===== src/rtl/seven_seg_scan_counter.sv =====
// Multiplexed seven-segment driver with a built-in cascaded BCD up-counter,
// message glyph mode, leading-zero blanking and an overflow pulse.
module seven_seg_scan_counter #(
    parameter int unsigned NUM_DIGITS = 5,
    parameter int unsigned TICK_DIV   = 100000000,
    parameter int unsigned DWELL      = 131072
) (
    input  logic                    clk,
    input  logic                    reset,
    input  logic                    count_en,
    input  logic                    clear,
    input  logic                    load,
    input  logic [4*NUM_DIGITS-1:0] load_bcd,
    input  logic                    mode,
    input  logic [4*NUM_DIGITS-1:0] msg,
    input  logic                    blank_lz,
    output logic [NUM_DIGITS-1:0]   anode,
    output logic [6:0]              seg,
    output logic                    tick,
    output logic                    overflow,
    output logic [4*NUM_DIGITS-1:0] bcd_value
);

    localparam int unsigned PW = $clog2(TICK_DIV);
    localparam int unsigned DW = $clog2(DWELL);
    localparam int unsigned IW = (NUM_DIGITS > 1) ? $clog2(NUM_DIGITS) : 1;
    localparam logic [PW-1:0] PRESC_LAST = PW'(TICK_DIV - 1);
    localparam logic [DW-1:0] DWELL_LAST = DW'(DWELL - 1);
    localparam logic [IW-1:0] IDX_LAST   = IW'(NUM_DIGITS - 1);

    logic [PW-1:0]           presc_q, presc_d;
    logic                    tick_q, tick_d;
    logic                    ovf_q, ovf_d;
    logic [4*NUM_DIGITS-1:0] cnt_q, cnt_d;
    logic [DW-1:0]           dwell_q, dwell_d;
    logic [IW-1:0]           idx_q, idx_d;
    logic [NUM_DIGITS-1:0]   anode_q, anode_d;
    logic [6:0]              seg_q, seg_d;

    logic                    presc_end;
    logic [4*NUM_DIGITS-1:0] inc_val, ld_sat;
    logic                    carry;
    logic [NUM_DIGITS-1:0]   blank;
    logic                    zero_above;
    logic [3:0]              code;

    // Counter path: increment, tick and overflow are all registered on the
    // terminal-count edge so they appear together in the same cycle.
    always_comb begin
        presc_end = (presc_q == PRESC_LAST);
        carry     = 1'b1;
        inc_val   = cnt_q;
        ld_sat    = load_bcd;
        for (int unsigned i = 0; i < NUM_DIGITS; i++) begin
            if (carry) begin
                if (cnt_q[4*i +: 4] == 4'd9) begin
                    inc_val[4*i +: 4] = 4'd0;
                end else begin
                    inc_val[4*i +: 4] = cnt_q[4*i +: 4] + 4'd1;
                    carry = 1'b0;
                end
            end
            if (load_bcd[4*i +: 4] > 4'd9) ld_sat[4*i +: 4] = 4'd9;
        end

        presc_d = presc_end ? '0 : presc_q + 1'b1;
        tick_d  = presc_end;
        ovf_d   = 1'b0;
        cnt_d   = cnt_q;
        if (clear) begin
            presc_d = '0;
            tick_d  = 1'b0;
            cnt_d   = '0;
        end else if (load) begin
            cnt_d = ld_sat;
        end else if (presc_end && count_en) begin
            cnt_d = inc_val;
            ovf_d = carry;
        end
    end

    always_comb begin
        dwell_d = (dwell_q == DWELL_LAST) ? '0 : dwell_q + 1'b1;
        idx_d   = idx_q;
        if (dwell_q == DWELL_LAST) idx_d = (idx_q == IDX_LAST) ? '0 : idx_q + 1'b1;
    end

    // Walk from the most significant digit down; digit 0 is never blanked.
    always_comb begin
        zero_above = 1'b1;
        blank      = '0;
        for (int unsigned j = 0; j < NUM_DIGITS; j++) begin
            if (cnt_q[4*(NUM_DIGITS-1-j) +: 4] != 4'd0) zero_above = 1'b0;
            if ((j != NUM_DIGITS - 1) && zero_above) blank[NUM_DIGITS-1-j] = 1'b1;
        end
    end

    always_comb begin
        code    = 4'hF;
        anode_d = '1;
        for (int unsigned i = 0; i < NUM_DIGITS; i++) begin
            if (idx_q == IW'(i)) begin
                anode_d[i] = 1'b0;
                if (mode)                     code = msg[4*i +: 4];
                else if (blank_lz && blank[i]) code = 4'hF;
                else                          code = cnt_q[4*i +: 4];
            end
        end
        case (code)
            4'h0: seg_d = 7'b0000001;
            4'h1: seg_d = 7'b1001111;
            4'h2: seg_d = 7'b0010010;
            4'h3: seg_d = 7'b0000110;
            4'h4: seg_d = 7'b1001100;
            4'h5: seg_d = 7'b0100100;
            4'h6: seg_d = 7'b0100000;
            4'h7: seg_d = 7'b0001111;
            4'h8: seg_d = 7'b0000000;
            4'h9: seg_d = 7'b0000100;
            4'hA: seg_d = 7'b1110001;
            4'hB: seg_d = 7'b1001111;
            4'hC: seg_d = 7'b1000001;
            4'hD: seg_d = 7'b0110000;
            4'hE: seg_d = 7'b1111110;
            default: seg_d = 7'b1111111;
        endcase
    end

    always_ff @(posedge clk or posedge reset) begin
        if (reset) begin
            presc_q <= '0;
            tick_q  <= 1'b0;
            ovf_q   <= 1'b0;
            cnt_q   <= '0;
            dwell_q <= '0;
            idx_q   <= '0;
            anode_q <= '1;
            seg_q   <= '1;
        end else begin
            presc_q <= presc_d;
            tick_q  <= tick_d;
            ovf_q   <= ovf_d;
            cnt_q   <= cnt_d;
            dwell_q <= dwell_d;
            idx_q   <= idx_d;
            anode_q <= anode_d;
            seg_q   <= seg_d;
        end
    end

    assign anode     = anode_q;
    assign seg       = seg_q;
    assign tick      = tick_q;
    assign overflow  = ovf_q;
    assign bcd_value = cnt_q;

endmodule


===== config.mk =====
export PLATFORM = sky130hd
export DESIGN_NAME = seven_seg_scan_counter
export DESIGN_NICKNAME = d
export VERILOG_FILES = /design/src/rtl/seven_seg_scan_counter.sv
export SDC_FILE = /design/constraint.sdc
export NUM_CORES = 1
export LEC_CHECK = 0
export BUFFER_PORTS_ARGS = -buffer_cell sky130_fd_sc_hd__buf_4
export CAP_MARGIN = 20
export CORE_MARGIN = 2
export CORE_UTILIZATION = 35
export CTS_BUF_LIST = sky130_fd_sc_hd__clkbuf_4
export CTS_CLUSTER_DIAMETER = 120
export DETAILED_ROUTE_END_ITERATION = 12
export GPL_TIMING_DRIVEN = 1
export PLACE_DENSITY = 0.64
export SYNTH_ARGS = -nofsm -noshare
export SYNTH_HDL_FRONTEND = slang
export SYNTH_SLANG_ARGS = --single-unit

===== constraint.sdc =====
create_clock -name clk -period 5.6 [get_ports clk]
set_input_delay 0.56 -clock clk [delete_from_list [all_inputs] [get_ports clk]]
set_output_delay 0.56 -clock clk [all_outputs]
set_load 0.1 [all_outputs]

==> flow_results.xml, run 1 <==
<?xml version="1.0" encoding="UTF-8"?>
<metrics>
  <group name="run_status">
    <metric name="status" unit="">finished, final reports clean</metric>
  </group>
  <group name="timing">
    <metric name="final.period_utilization" unit="%">64.7</metric>
    <metric name="slew_violations" unit="">0</metric>
    <metric name="finalCriticalPeriod" unit="ns">3.62</metric>
    <metric name="final-hold-violation-count" unit="">0</metric>
    <metric name="max_slew_margin" unit="%">47.3</metric>
    <metric name="final_critical_path_setup_slack" unit="ns">1.98</metric>
    <metric name="tightestPinTransition" unit="ns">0.791</metric>
    <metric name="rsz0062_at_grt" unit="">no</metric>
    <metric name="timing.final.setup_violations" unit="">0</metric>
    <metric name="timing.fmax" unit="MHz">276</metric>
    <metric name="setup_total_negative_slack" unit="ns">0</metric>
    <metric name="timing.clock.skew" unit="ns">0.0165</metric>
  </group>
  <group name="drt">
    <metric name="via_per_inst" unit="">5.29</metric>
    <metric name="highest_layer" unit="">met4</metric>
    <metric name="detailroute.wirelength.met3" unit="µm">754</metric>
    <metric name="drtAntennaViolNets" unit="">0</metric>
    <metric name="met2WireLength" unit="µm">5980</metric>
    <metric name="route.detailed.drc" unit="">0</metric>
    <metric name="wl_met1" unit="µm">5630</metric>
    <metric name="drt-total-wl" unit="µm">12600</metric>
    <metric name="detailedRoute.firstPassIterationCount" unit="">4</metric>
    <metric name="vias" unit="">4225</metric>
    <metric name="initial_detailed_routing_violation_count" unit="">268</metric>
    <metric name="wl_per_cell" unit="µm">15.8</metric>
  </group>
  <group name="global_route">
    <metric name="grt_max_degree" unit="">82</metric>
    <metric name="first_pass_grt_wire_length" unit="µm">21200</metric>
    <metric name="via_count_of_the_first_global_routing_pass" unit="">4164</metric>
    <metric name="global_route.overflow_total" unit="">0</metric>
    <metric name="grt_util_all_layers" unit="%">17.6</metric>
    <metric name="grt_antenna_before_repair" unit="">0</metric>
  </group>
  <group name="floorplanning">
    <metric name="chipHeight" unit="µm">124</metric>
    <metric name="area_of_the_die" unit="µm²">15400</metric>
    <metric name="ios" unit="">81</metric>
    <metric name="core_region_area" unit="µm²">14000</metric>
    <metric name="starting_density" unit="%">36.1</metric>
    <metric name="die_x" unit="µm">124</metric>
    <metric name="placement_rows" unit="">43</metric>
  </group>
  <group name="worst_setup_path">
    <metric name="timing_worst_setup_path_type" unit="">flip-flop to flip-flop</metric>
    <metric name="worst-endpoint-arrival" unit="ns">4.01</metric>
    <metric name="critical_path_peak_fanout" unit="">13</metric>
    <metric name="timing.reg2reg.setup_slack" unit="ns">1.98</metric>
    <metric name="end_kind" unit="">flip-flop</metric>
    <metric name="crit_path_start_kind" unit="">flip-flop</metric>
    <metric name="critPathRequiredTime" unit="ns">5.99</metric>
    <metric name="timing.reg2reg.worst_path_depth" unit="">10</metric>
  </group>
  <group name="flow_run">
    <metric name="max-cap-violations" unit="">0</metric>
  </group>
  <group name="place">
    <metric name="postPlaceCellArea" unit="µm²">5790</metric>
    <metric name="dp.final_hpwl" unit="µm">9270</metric>
    <metric name="place.gp.congestion" unit="">0.883</metric>
    <metric name="dpl_worst_slack" unit="ns">2.01</metric>
    <metric name="numPlacedInstances" unit="">781</metric>
    <metric name="portBuffers" unit="">80</metric>
  </group>
  <group name="cells_and_area">
    <metric name="layout.cells.non_filler" unit="">798</metric>
    <metric name="storage_element_area" unit="µm²">2040</metric>
    <metric name="post_route_cells_drive_above_1_share" unit="%">20.6</metric>
    <metric name="syn_to_final_growth" unit="%">18.2</metric>
    <metric name="antennaDiodeCount" unit="">0</metric>
    <metric name="layout.cell_area.non_filler" unit="µm²">5970</metric>
    <metric name="multi_input_area" unit="µm²">2770</metric>
    <metric name="layout.cells.most_common_list" unit="">buf_4 (81), dfrtp_1 (69), nor2_1 (67), inv_1 (35), ha_1 (29)</metric>
    <metric name="layout.filler_cells" unit="">1362</metric>
    <metric name="most_common_cell_after_layout_fill_and_taps_aside" unit="">buf_4</metric>
    <metric name="fin_nets" unit="">689</metric>
  </group>
  <group name="synthesis">
    <metric name="synth_flop_cell" unit="">dfrtp_1</metric>
    <metric name="post_synth.cell_area_avg" unit="µm²">9.34</metric>
    <metric name="synth_cell_types" unit="">67</metric>
    <metric name="post_synth_fa_ha_maj_area_fraction" unit="%">7.18</metric>
    <metric name="count_of_flip_flops_with_a_built_in_enable_after_synthesis" unit="">0</metric>
    <metric name="asyncSetResetFlopFracSynth" unit="%">100</metric>
    <metric name="synth_compound_gate_area_share" unit="%">14.1</metric>
    <metric name="netlist_top_cells_area" unit="">dfrtp_1 (34%), ha_1 (7.2%), dfstp_2 (6.2%)</metric>
    <metric name="synth_mux_area_share" unit="%">3.32</metric>
    <metric name="synth_instances" unit="">541</metric>
    <metric name="synth_largest_type_area_fraction" unit="%">34.2</metric>
    <metric name="main_combinational_cell_family_by_area_after_synthesis" unit="">simple AND/OR/NAND/NOR gates</metric>
    <metric name="synth_xor_xnor_area_share" unit="%">6.41</metric>
    <metric name="synthSimpleGateAreaFrac" unit="%">23.8</metric>
    <metric name="yosys.area.top_type" unit="">dfrtp_1</metric>
    <metric name="postSynthNetCount" unit="">617</metric>
    <metric name="mappedNetlistArea" unit="µm²">5050</metric>
    <metric name="count_of_state_elements_after_synthesis" unit="">81</metric>
    <metric name="synth_seq_area_share" unit="%">40.4</metric>
    <metric name="yosys_warnings" unit="">0</metric>
  </group>
  <group name="clock_network">
    <metric name="cts.sinks" unit="">81</metric>
    <metric name="path_clk_slew" unit="ns">0.13</metric>
    <metric name="root_buffer" unit="">clkbuf_4</metric>
    <metric name="htree_levels" unit="">3</metric>
    <metric name="maximum_buffer_depth_of_the_clock_tree" unit="">2</metric>
    <metric name="worstSkewPairLatency" unit="ns">0.47</metric>
    <metric name="cts-buffers-inserted" unit="">9</metric>
    <metric name="post_cts_hold_buffer_count" unit="">0</metric>
    <metric name="post_cts.resized_instances" unit="">0</metric>
    <metric name="cts.repair_timing.setup_buffer_count" unit="">0</metric>
    <metric name="cts_tree" unit="">done</metric>
  </group>
  <group name="hold_path">
    <metric name="min_path_type" unit="">input port to asynchronous set/reset pin</metric>
  </group>
  <group name="power">
    <metric name="ratio_of_total_power_to_cell_area" unit="nW/µm²">220</metric>
    <metric name="power_leakage" unit="µW">0.00267</metric>
    <metric name="totalPowerFinal" unit="µW">1310</metric>
    <metric name="vdd.ir_drop.worst" unit="µV">118</metric>
  </group>
</metrics>
-- synth_stat cells (13+ instances only) --
| library cell | n |
|---|---|
| nor2_1 | 67 |
| nand3_1 | 27 |
| a21oi_1 | 13 |
| dfrtp_1 | 69 |
| xor2_1 | 22 |
| xnor2_1 | 15 |
| a211oi_1 | 13 |
| inv_1 | 36 |
| nand2_1 | 27 |
| ha_1 | 29 |
| o21ai_0 | 26 |
| clkbuf_1 | 13 |
-- flip-flops by register name, indices dropped and copies added (netlist names) --
register	flops
tick	1
anode	5
dwell_q	17
presc_q	27
bcd_value	20
idx_q	3
seg	7
overflow	1
-- routing by layer --
metal	GRT usage [%]	up-vias
met4	6.32	0
li1	-	2056
met5	0	-
met1	22.9	2040
met2	28.3	111
met3	4.58	18
-- critical path, cell delays in order, from the launching register on --
cell and delay (ns):
dfrtp_1 0.49, inv_1 0.11, ha_1 0.14, nand4bb_1 0.51
o41ai_1 0.63, a211oi_1 0.09, o21ai_1 0.49, inv_1 0.24
ha_1 0.34, inv_1 0.05, mux4_2 0.45
-- kinds of logic (layout without fill, tap and decap cells) --
kind of cell    after synthesis  count (layout)
fa+ha+maj                    29              29
xor+xnor                     37              37
mux                          14              14
flops                        81              81
simple gates                222             222
buf+inv                      59             136
compound gates               99              99
-- power by group --
| part | switching, µW | internal [µW] |
|---|---|---|
| clock network | 209 | 176 |
| registers | 19.7 | 607 |
| logic | 213 | 89.6 |
| total | 442 | 873 |
-- final timing paths --
check / to / from
setup reg to reg: seg[3]$_DFF_PP1_ / bcd_value[16]$_DFFE_PP0P_
min in group clk: bcd_value[15]$_DFFE_PP0P_ / load_bcd[15]
hold reg to reg: dwell_q[0]$_DFF_PP0_ / dwell_q[0]$_DFF_PP0_
max in group asynchronous: presc_q[13]$_DFF_PP0_ / reset
setup / recovery: seg[3]$_DFF_PP1_ / bcd_value[16]$_DFFE_PP0P_
hold / removal: dwell_q[2]$_DFF_PP0_ / reset
-- cell type report --
class | count | area share [%]
Multi-Input combinational cell | 401 | 46.4
Sequential cell | 81 | 34.2
Timing Repair Buffer | 82 | 10.6
Tap cell | 180 | 3.77
Inverter | 38 | 2.41
Clock inverter | 7 | 1.42
Clock buffer | 9 | 1.13
-- per-stage QoR --
stage                     hold slack [ns]  utilization [%]
after global routing                0.164             42.7
after floorplan                     0.417                -
after detailed placement            0.442             41.4
final                               0.147             42.7
after CTS                           0.288             42.5
after global placement              0.432             41.4
Power figures use the tool's default switching activity.
==> run 2, diff against run 1 <==
- PLACE_DENSITY: 0.64 -> 0.66
- clock period: 5.6 -> 3.25 ns (I/O delays scaled with it)
==> run 2 against run 1 <==
Global-route usage is 0.29 points higher. Non-clock buffer count is 10 higher. Design area is 0.78% higher. Via count is 1.5% higher. Die area stayed put. Setup slack worse by 1.8 ns. Hold slack worse by 0.068 ns. Clock skew is 0.0025 ns higher. Sequential share of layout area hardly changed. Register-to-register slack worse by 1.8 ns. Critical path type unchanged. Largest cell class unchanged.
==> flow_results.xml, run 2 (synthesis gave the netlist of run 1 again) <==
<?xml version="1.0" encoding="UTF-8"?>
<metrics>
  <group name="floorplanning">
    <metric name="area_of_the_die" unit="µm²">15400</metric>
    <metric name="starting_density" unit="%">36.1</metric>
    <metric name="chipHeight" unit="µm">124</metric>
    <metric name="ios" unit="">81</metric>
    <metric name="placement_rows" unit="">43</metric>
    <metric name="core_region_area" unit="µm²">14000</metric>
    <metric name="die_x" unit="µm">124</metric>
  </group>
  <group name="timing">
    <metric name="timing.clock.skew" unit="ns">0.0190</metric>
    <metric name="finalCriticalPeriod" unit="ns">3.07</metric>
    <metric name="timing.final.setup_violations" unit="">0</metric>
    <metric name="final-hold-violation-count" unit="">0</metric>
    <metric name="final_critical_path_setup_slack" unit="ns">0.180</metric>
    <metric name="final.period_utilization" unit="%">94.4</metric>
    <metric name="max_slew_margin" unit="%">53.8</metric>
    <metric name="setup_total_negative_slack" unit="ns">0</metric>
    <metric name="slew_violations" unit="">0</metric>
    <metric name="tightestPinTransition" unit="ns">0.676</metric>
    <metric name="timing.fmax" unit="MHz">326</metric>
    <metric name="rsz0062_at_grt" unit="">no</metric>
  </group>
  <group name="worst_setup_path">
    <metric name="worst-endpoint-arrival" unit="ns">3.48</metric>
    <metric name="worstReg2RegStart" unit="">bcd_value[12]$_DFFE_PP0P_</metric>
    <metric name="crit_path_start_kind" unit="">flip-flop</metric>
    <metric name="critical_path_peak_fanout" unit="">9</metric>
    <metric name="timing.reg2reg.setup_slack" unit="ns">0.18</metric>
    <metric name="timing_worst_setup_path_type" unit="">flip-flop to flip-flop</metric>
    <metric name="end_kind" unit="">flip-flop</metric>
    <metric name="critPathRequiredTime" unit="ns">3.66</metric>
    <metric name="worstReg2RegEnd" unit="">seg[3]$_DFF_PP1_</metric>
    <metric name="timing.critical_path.from" unit="">bcd_value[12]$_DFFE_PP0P_</metric>
    <metric name="timing.reg2reg.worst_path_depth" unit="">10</metric>
  </group>
  <group name="place">
    <metric name="portBuffers" unit="">80</metric>
    <metric name="dp.final_hpwl" unit="µm">9630</metric>
    <metric name="dpl_worst_slack" unit="ns">0.246</metric>
    <metric name="place.gp.congestion" unit="">0.882</metric>
  </group>
  <group name="run_status">
    <metric name="status" unit="">finished, final reports clean</metric>
  </group>
  <group name="cells_and_area">
    <metric name="top_reg_by_flops" unit="">presc_q</metric>
    <metric name="most_common_cell_after_layout_fill_and_taps_aside" unit="">buf_4</metric>
    <metric name="antennaDiodeCount" unit="">0</metric>
    <metric name="syn_to_final_growth" unit="%">19.1</metric>
    <metric name="largest_register_ffs" unit="">27</metric>
    <metric name="post_route_cells_drive_above_1_share" unit="%">24.0</metric>
    <metric name="fin_nets" unit="">699</metric>
    <metric name="layout.filler_cells" unit="">1380</metric>
    <metric name="layout.cells.most_common_list" unit="">buf_4 (90), nor2_1 (67), dfrtp_1 (57), inv_1 (35), ha_1 (29)</metric>
  </group>
  <group name="drt">
    <metric name="vias" unit="">4290</metric>
    <metric name="detailedRoute.firstPassIterationCount" unit="">7</metric>
    <metric name="drtAntennaViolNets" unit="">0</metric>
    <metric name="drt-total-wl" unit="µm">12800</metric>
    <metric name="initial_detailed_routing_violation_count" unit="">302</metric>
    <metric name="route.detailed.drc" unit="">0</metric>
    <metric name="via_per_inst" unit="">5.31</metric>
    <metric name="wl_per_cell" unit="µm">15.8</metric>
  </group>
  <group name="power">
    <metric name="pwr-share-seq" unit="%">50.4</metric>
    <metric name="totalPowerFinal" unit="µW">2140</metric>
    <metric name="vdd.ir_drop.worst" unit="µV">209</metric>
    <metric name="power.clock.fraction" unit="%">24.7</metric>
    <metric name="power_leakage" unit="µW">0.00268</metric>
    <metric name="ratio_of_total_power_to_cell_area" unit="nW/µm²">356</metric>
    <metric name="p_switching" unit="µW">773</metric>
    <metric name="swShare" unit="%">36.1</metric>
    <metric name="internal-power" unit="µW">1370</metric>
    <metric name="power_frac_comb" unit="%">24.9</metric>
  </group>
  <group name="global_route">
    <metric name="grt_antenna_before_repair" unit="">0</metric>
    <metric name="via_count_of_the_first_global_routing_pass" unit="">4183</metric>
    <metric name="global_route.overflow_total" unit="">0</metric>
    <metric name="first_pass_grt_wire_length" unit="µm">21300</metric>
    <metric name="grt_max_degree" unit="">32</metric>
    <metric name="grt_util_all_layers" unit="%">17.9</metric>
  </group>
  <group name="clock_network">
    <metric name="path_clk_slew" unit="ns">0.14</metric>
    <metric name="cts-buffers-inserted" unit="">9</metric>
    <metric name="post_cts.resized_instances" unit="">0</metric>
    <metric name="htree_levels" unit="">3</metric>
    <metric name="cts.sinks" unit="">81</metric>
    <metric name="cts_tree" unit="">done</metric>
    <metric name="maximum_buffer_depth_of_the_clock_tree" unit="">2</metric>
    <metric name="root_buffer" unit="">clkbuf_4</metric>
    <metric name="worstSkewPairLatency" unit="ns">0.48</metric>
  </group>
  <group name="hold_path">
    <metric name="min_delay_path_depth" unit="">3</metric>
    <metric name="hp-start" unit="">load_bcd[14]</metric>
    <metric name="whs_endpoint" unit="">bcd_value[14]$_DFFE_PP0P_</metric>
    <metric name="min_path_type" unit="">input port to flip-flop</metric>
  </group>
  <group name="flow_run">
    <metric name="max-cap-violations" unit="">0</metric>
  </group>
</metrics>
-- run 2: cell types whose count changed in the layout (fill, tap and decap cells not counted) --
cell	previous run	this run
dlygate4sd3_1	0	1
bufinv_16	2	0
buf_12	0	1
dfrtp_2	0	12
o21ai_2	0	1
o21ai_1	2	1
buf_4	81	90
buf_16	1	0
clkinvlp_4	0	1
dfrtp_1	69	57
clkinv_1	5	3
clkinv_2	2	4
clkbuf_4	9	10
-- run 2: worst max-delay path by stage --
stage | cells past startpoint | slack, ns | end
2_1_floorplan | 11 | 0.07 | seg[3]$_DFF_PP1_
3_3_place_gp | 10 | 0.41 | seg[3]$_DFF_PP1_
3_5_place_dp | 10 | 0.25 | seg[3]$_DFF_PP1_
4_1_cts | 10 | 0.22 | seg[3]$_DFF_PP1_
5_1_grt | 10 | 0.006 | seg[3]$_DFF_PP1_
6_report | 10 | 0.18 | seg[3]$_DFF_PP1_
-- run 2: worst max-delay path, cell delays in order, from the launching register on --
cell and delay [ns]:
dfrtp_2 0.48, inv_1 0.10, ha_1 0.14, or3b_1 0.51, o41ai_1 0.46, a31oi_1 0.17, o21ai_1 0.22, inv_1 0.13
ha_1 0.30, inv_1 0.06, mux4_2 0.46
-- run 2: metal layers --
| metal | track usage (%) | routed length (µm) | up-vias |
|---|---|---|---|
| li1 | - | - | 2085 |
| met1 | 22.5 | 5520 | 2088 |
| met2 | 29.9 | 6230 | 106 |
| met3 | 5.77 | 880 | 11 |
| met4 | 4.42 | 145 | 0 |
| met5 | 0 | 0 | - |
-- run 2: timing repair --
| item | in CTS | in global routing |
|---|---|---|
| setup buffers | 0 | 0 |
| endpoints found under the hold margin | 28 | 0 |
| endpoints found under the setup margin | 0 | 0 |
| hold buffers | 1 | 0 |
-- run 2: area by class of cell --
class,count,area [µm²],area share (%)
multi-input cells,401,2780,46.1
clock inverters,6,35.0,0.582
well taps,180,225,3.74
flip-flops and latches,81,2060,34.2
repair buffers,92,706,11.7
clock buffers,10,75.1,1.25
inverters,38,144,2.39
-- run 2: power by group through the flow --
stage	clock [µW]	sequential [µW]	combinational, µW
global route	603	1090	570
CTS	559	1080	535
detailed placement	0	1100	533
finish	529	1080	532
floorplan	0	1290	182
global placement	0	1100	523
-- run 2: stage by stage --
step / cell area [µm²] / std cells / hold slack, ns / util, %
floorplan: 5070 / 541 / 0.388 / -
global placement: 5880 / 790 / 0.431 / 42.0
detailed placement: 5900 / 791 / 0.420 / 42.2
CTS: 6020 / 808 / 0.0406 / 43.0
global route: 6020 / 808 / 0.0553 / 43.0
finish: 6020 / 808 / 0.0784 / 43.0
==> run 3, diff against run 2 <==
- PLACE_DENSITY: 0.66 -> 0.64
- clock period: 3.25 -> 3.2 ns (I/O delays scaled with it)
==> run 3 against run 2 <==
Final cell count increased by 0.12%. Global-route usage decreased by 0.20 points. Sequential share of layout area is 0.25 points lower. Largest cell class unchanged.
==> flow_results.xml, run 3 (synthesis gave the netlist of run 1 again) <==
<?xml version="1.0" encoding="UTF-8"?>
<metrics>
  <group name="run_status">
    <metric name="status" unit="">finished, final reports clean</metric>
  </group>
  <group name="cells_and_area">
    <metric name="fin_nets" unit="">699</metric>
    <metric name="multi_input_area" unit="µm²">2780</metric>
    <metric name="most_common_cell_after_layout_fill_and_taps_aside" unit="">buf_4</metric>
    <metric name="storage_element_area" unit="µm²">2060</metric>
    <metric name="top_reg_by_flops" unit="">presc_q</metric>
    <metric name="layout.filler_cells" unit="">1401</metric>
    <metric name="syn_to_final_growth" unit="%">20.0</metric>
    <metric name="largest_register_ffs" unit="">27</metric>
    <metric name="layout.cell_area.non_filler" unit="µm²">6060</metric>
    <metric name="layout.cells.most_common_list" unit="">buf_4 (91), nor2_1 (67), dfrtp_1 (57), inv_1 (35), ha_1 (29)</metric>
    <metric name="post_route_cells_drive_above_1_share" unit="%">24.0</metric>
  </group>
  <group name="power">
    <metric name="pwr-share-seq" unit="%">47.0</metric>
    <metric name="power_frac_comb" unit="%">23.2</metric>
    <metric name="swShare" unit="%">33.7</metric>
    <metric name="power.clock.fraction" unit="%">29.8</metric>
    <metric name="vdd.ir_drop.worst" unit="µV">273</metric>
    <metric name="internal-power" unit="µW">1550</metric>
    <metric name="totalPowerFinal" unit="µW">2330</metric>
    <metric name="ratio_of_total_power_to_cell_area" unit="nW/µm²">385</metric>
    <metric name="power_leakage" unit="µW">0.00269</metric>
    <metric name="p_switching" unit="µW">788</metric>
  </group>
  <group name="clock_network">
    <metric name="path_clk_slew" unit="ns">0.13</metric>
    <metric name="cts_tree" unit="">done</metric>
    <metric name="worstSkewPairLatency" unit="ns">0.47</metric>
    <metric name="htree_levels" unit="">3</metric>
    <metric name="cts.sinks" unit="">81</metric>
    <metric name="maximum_buffer_depth_of_the_clock_tree" unit="">2</metric>
    <metric name="cts-buffers-inserted" unit="">9</metric>
    <metric name="root_buffer" unit="">clkbuf_4</metric>
    <metric name="cts.repair_timing.setup_buffer_count" unit="">0</metric>
  </group>
  <group name="timing">
    <metric name="max_slew_margin" unit="%">52.9</metric>
    <metric name="timing.clock.skew" unit="ns">0.0185</metric>
    <metric name="finalCriticalPeriod" unit="ns">2.99</metric>
    <metric name="timing.final.setup_violations" unit="">0</metric>
    <metric name="rsz0062_at_grt" unit="">no</metric>
    <metric name="tightestPinTransition" unit="ns">0.701</metric>
    <metric name="slew_violations" unit="">0</metric>
    <metric name="setup_total_negative_slack" unit="ns">0</metric>
    <metric name="final-hold-violation-count" unit="">0</metric>
    <metric name="timing.fmax" unit="MHz">334</metric>
    <metric name="final.period_utilization" unit="%">93.4</metric>
  </group>
  <group name="drt">
    <metric name="vias" unit="">4225</metric>
    <metric name="initial_detailed_routing_violation_count" unit="">255</metric>
    <metric name="wl_per_cell" unit="µm">15.8</metric>
    <metric name="detailedRoute.firstPassIterationCount" unit="">4</metric>
    <metric name="drtAntennaViolNets" unit="">0</metric>
    <metric name="drt-total-wl" unit="µm">12800</metric>
    <metric name="via_per_inst" unit="">5.22</metric>
    <metric name="route.detailed.drc" unit="">0</metric>
  </group>
  <group name="place">
    <metric name="postPlaceCellArea" unit="µm²">5890</metric>
    <metric name="place.gp.congestion" unit="">0.855</metric>
    <metric name="dp.final_hpwl" unit="µm">9520</metric>
    <metric name="portBuffers" unit="">80</metric>
  </group>
  <group name="worst_setup_path">
    <metric name="critPathSlowestCell" unit="">or3b_1</metric>
    <metric name="timing_worst_setup_path_type" unit="">flip-flop to flip-flop</metric>
    <metric name="critPathRequiredTime" unit="ns">3.58</metric>
    <metric name="end_kind" unit="">flip-flop</metric>
    <metric name="critical_path_s_largest_stage_delay" unit="ns">0.51</metric>
    <metric name="timing.reg2reg.setup_slack" unit="ns">0.21</metric>
    <metric name="critical_path.cell_chain" unit="">inv_1 &gt; ha_1 &gt; or3b_1 &gt; o41ai_1 &gt; a31oi_1 &gt; o21ai_2 &gt; inv_1 &gt; ha_1 &gt; inv_1 &gt; mux4_2</metric>
    <metric name="crit_top_cell" unit="">inv_1</metric>
    <metric name="worst-endpoint-arrival" unit="ns">3.37</metric>
    <metric name="crit_path_start_kind" unit="">flip-flop</metric>
    <metric name="critical_path_peak_fanout" unit="">9</metric>
  </group>
  <group name="floorplanning">
    <metric name="area_of_the_die" unit="µm²">15400</metric>
    <metric name="chipHeight" unit="µm">124</metric>
    <metric name="core_region_area" unit="µm²">14000</metric>
    <metric name="ios" unit="">81</metric>
    <metric name="die_x" unit="µm">124</metric>
    <metric name="placement_rows" unit="">43</metric>
    <metric name="starting_density" unit="%">36.1</metric>
  </group>
  <group name="hold_path">
    <metric name="min_path_type" unit="">input port to flip-flop</metric>
  </group>
  <group name="flow_run">
    <metric name="max-cap-violations" unit="">0</metric>
  </group>
  <group name="global_route">
    <metric name="grt_antenna_before_repair" unit="">1</metric>
    <metric name="first_pass_grt_wire_length" unit="µm">20900</metric>
    <metric name="global_route.overflow_total" unit="">0</metric>
    <metric name="grt_util_all_layers" unit="%">17.7</metric>
    <metric name="via_count_of_the_first_global_routing_pass" unit="">4198</metric>
    <metric name="grt_max_degree" unit="">34</metric>
  </group>
</metrics>
run 3: cell count changes in the layout (fill, tap and decap cells not counted), sizes merged:
cell | before | now
diode | 0 | 1
bufinv | 0 | 2
clkinv | 8 | 5
clkinvlp | 1 | 2
run 3: final cells by class:
class,count,area share [%]
diodes,1,0.0413
clock buffers,10,1.24
clock inverters,6,1.36
inverters,38,2.37
multi-input cells,401,45.9
flip-flops and latches,81,33.9
well taps,180,3.71
repair buffers,92,11.4
run 3: timing repair:
action	4_1_cts	5_1_grt
setup endpoints to repair	0	2
hold buffers	1	0
endpoints found under the hold margin	15	0
gates resized for setup	0	1
run 3: final timing paths:
| check | cells past startpoint | to | from |
|---|---|---|---|
| worst max register to register | 10 | seg[3]$_DFF_PP1_ | bcd_value[13]$_DFFE_PP0P_ |
| worst min register to register | 1 | dwell_q[0]$_DFF_PP0_ | dwell_q[0]$_DFF_PP0_ |
| max in group asynchronous | 4 | seg[3]$_DFF_PP1_ | reset |
| worst min-delay path | 3 | bcd_value[15]$_DFFE_PP0P_ | load_bcd[15] |
| worst max-delay path | 10 | seg[3]$_DFF_PP1_ | bcd_value[13]$_DFFE_PP0P_ |
| min in group asynchronous | 3 | presc_q[16]$_DFF_PP0_ | reset |
run 3: layer usage:
layer | up-vias | global-route usage, % | wire length, µm
met2 | 104 | 27.8 | 5840
met1 | 2015 | 23.5 | 5940
li1 | 2083 | - | -
met5 | - | 0 | 0
met4 | 0 | 6.18 | 305
met3 | 23 | 4.99 | 695
run 3: power by group through the flow:
stage	Clock [µW]	Sequential, µW	Combinational (µW)
final	697	1100	542
after global placement	0	1110	534
after CTS	724	1100	543
after floorplan	0	1310	185
after global routing	769	1100	579
after detailed placement	0	1120	541
run 3: per-stage QoR:
stage	util [%]	std cells	setup WS (ns)	hold WS [ns]
floorplan	-	541	0.0230	0.383
global placement	42.1	791	0.357	0.302
detailed placement	42.1	791	0.217	0.304
CTS	43.3	808	0.169	0.0445
global route	43.3	809	0.0232	0.0631
finish	43.3	809	0.210	0.0785
run 3: critical path, delay by kind of cell (launching register included):
family,cells,cell delay (ns)
multiplexers,1,0.44
flip-flops,1,0.46
adder cells (fa/ha/maj),2,0.47
buffers and inverters,3,0.29
AO/OA/AOI/OAI,3,0.74
AND/OR/NAND/NOR,1,0.51
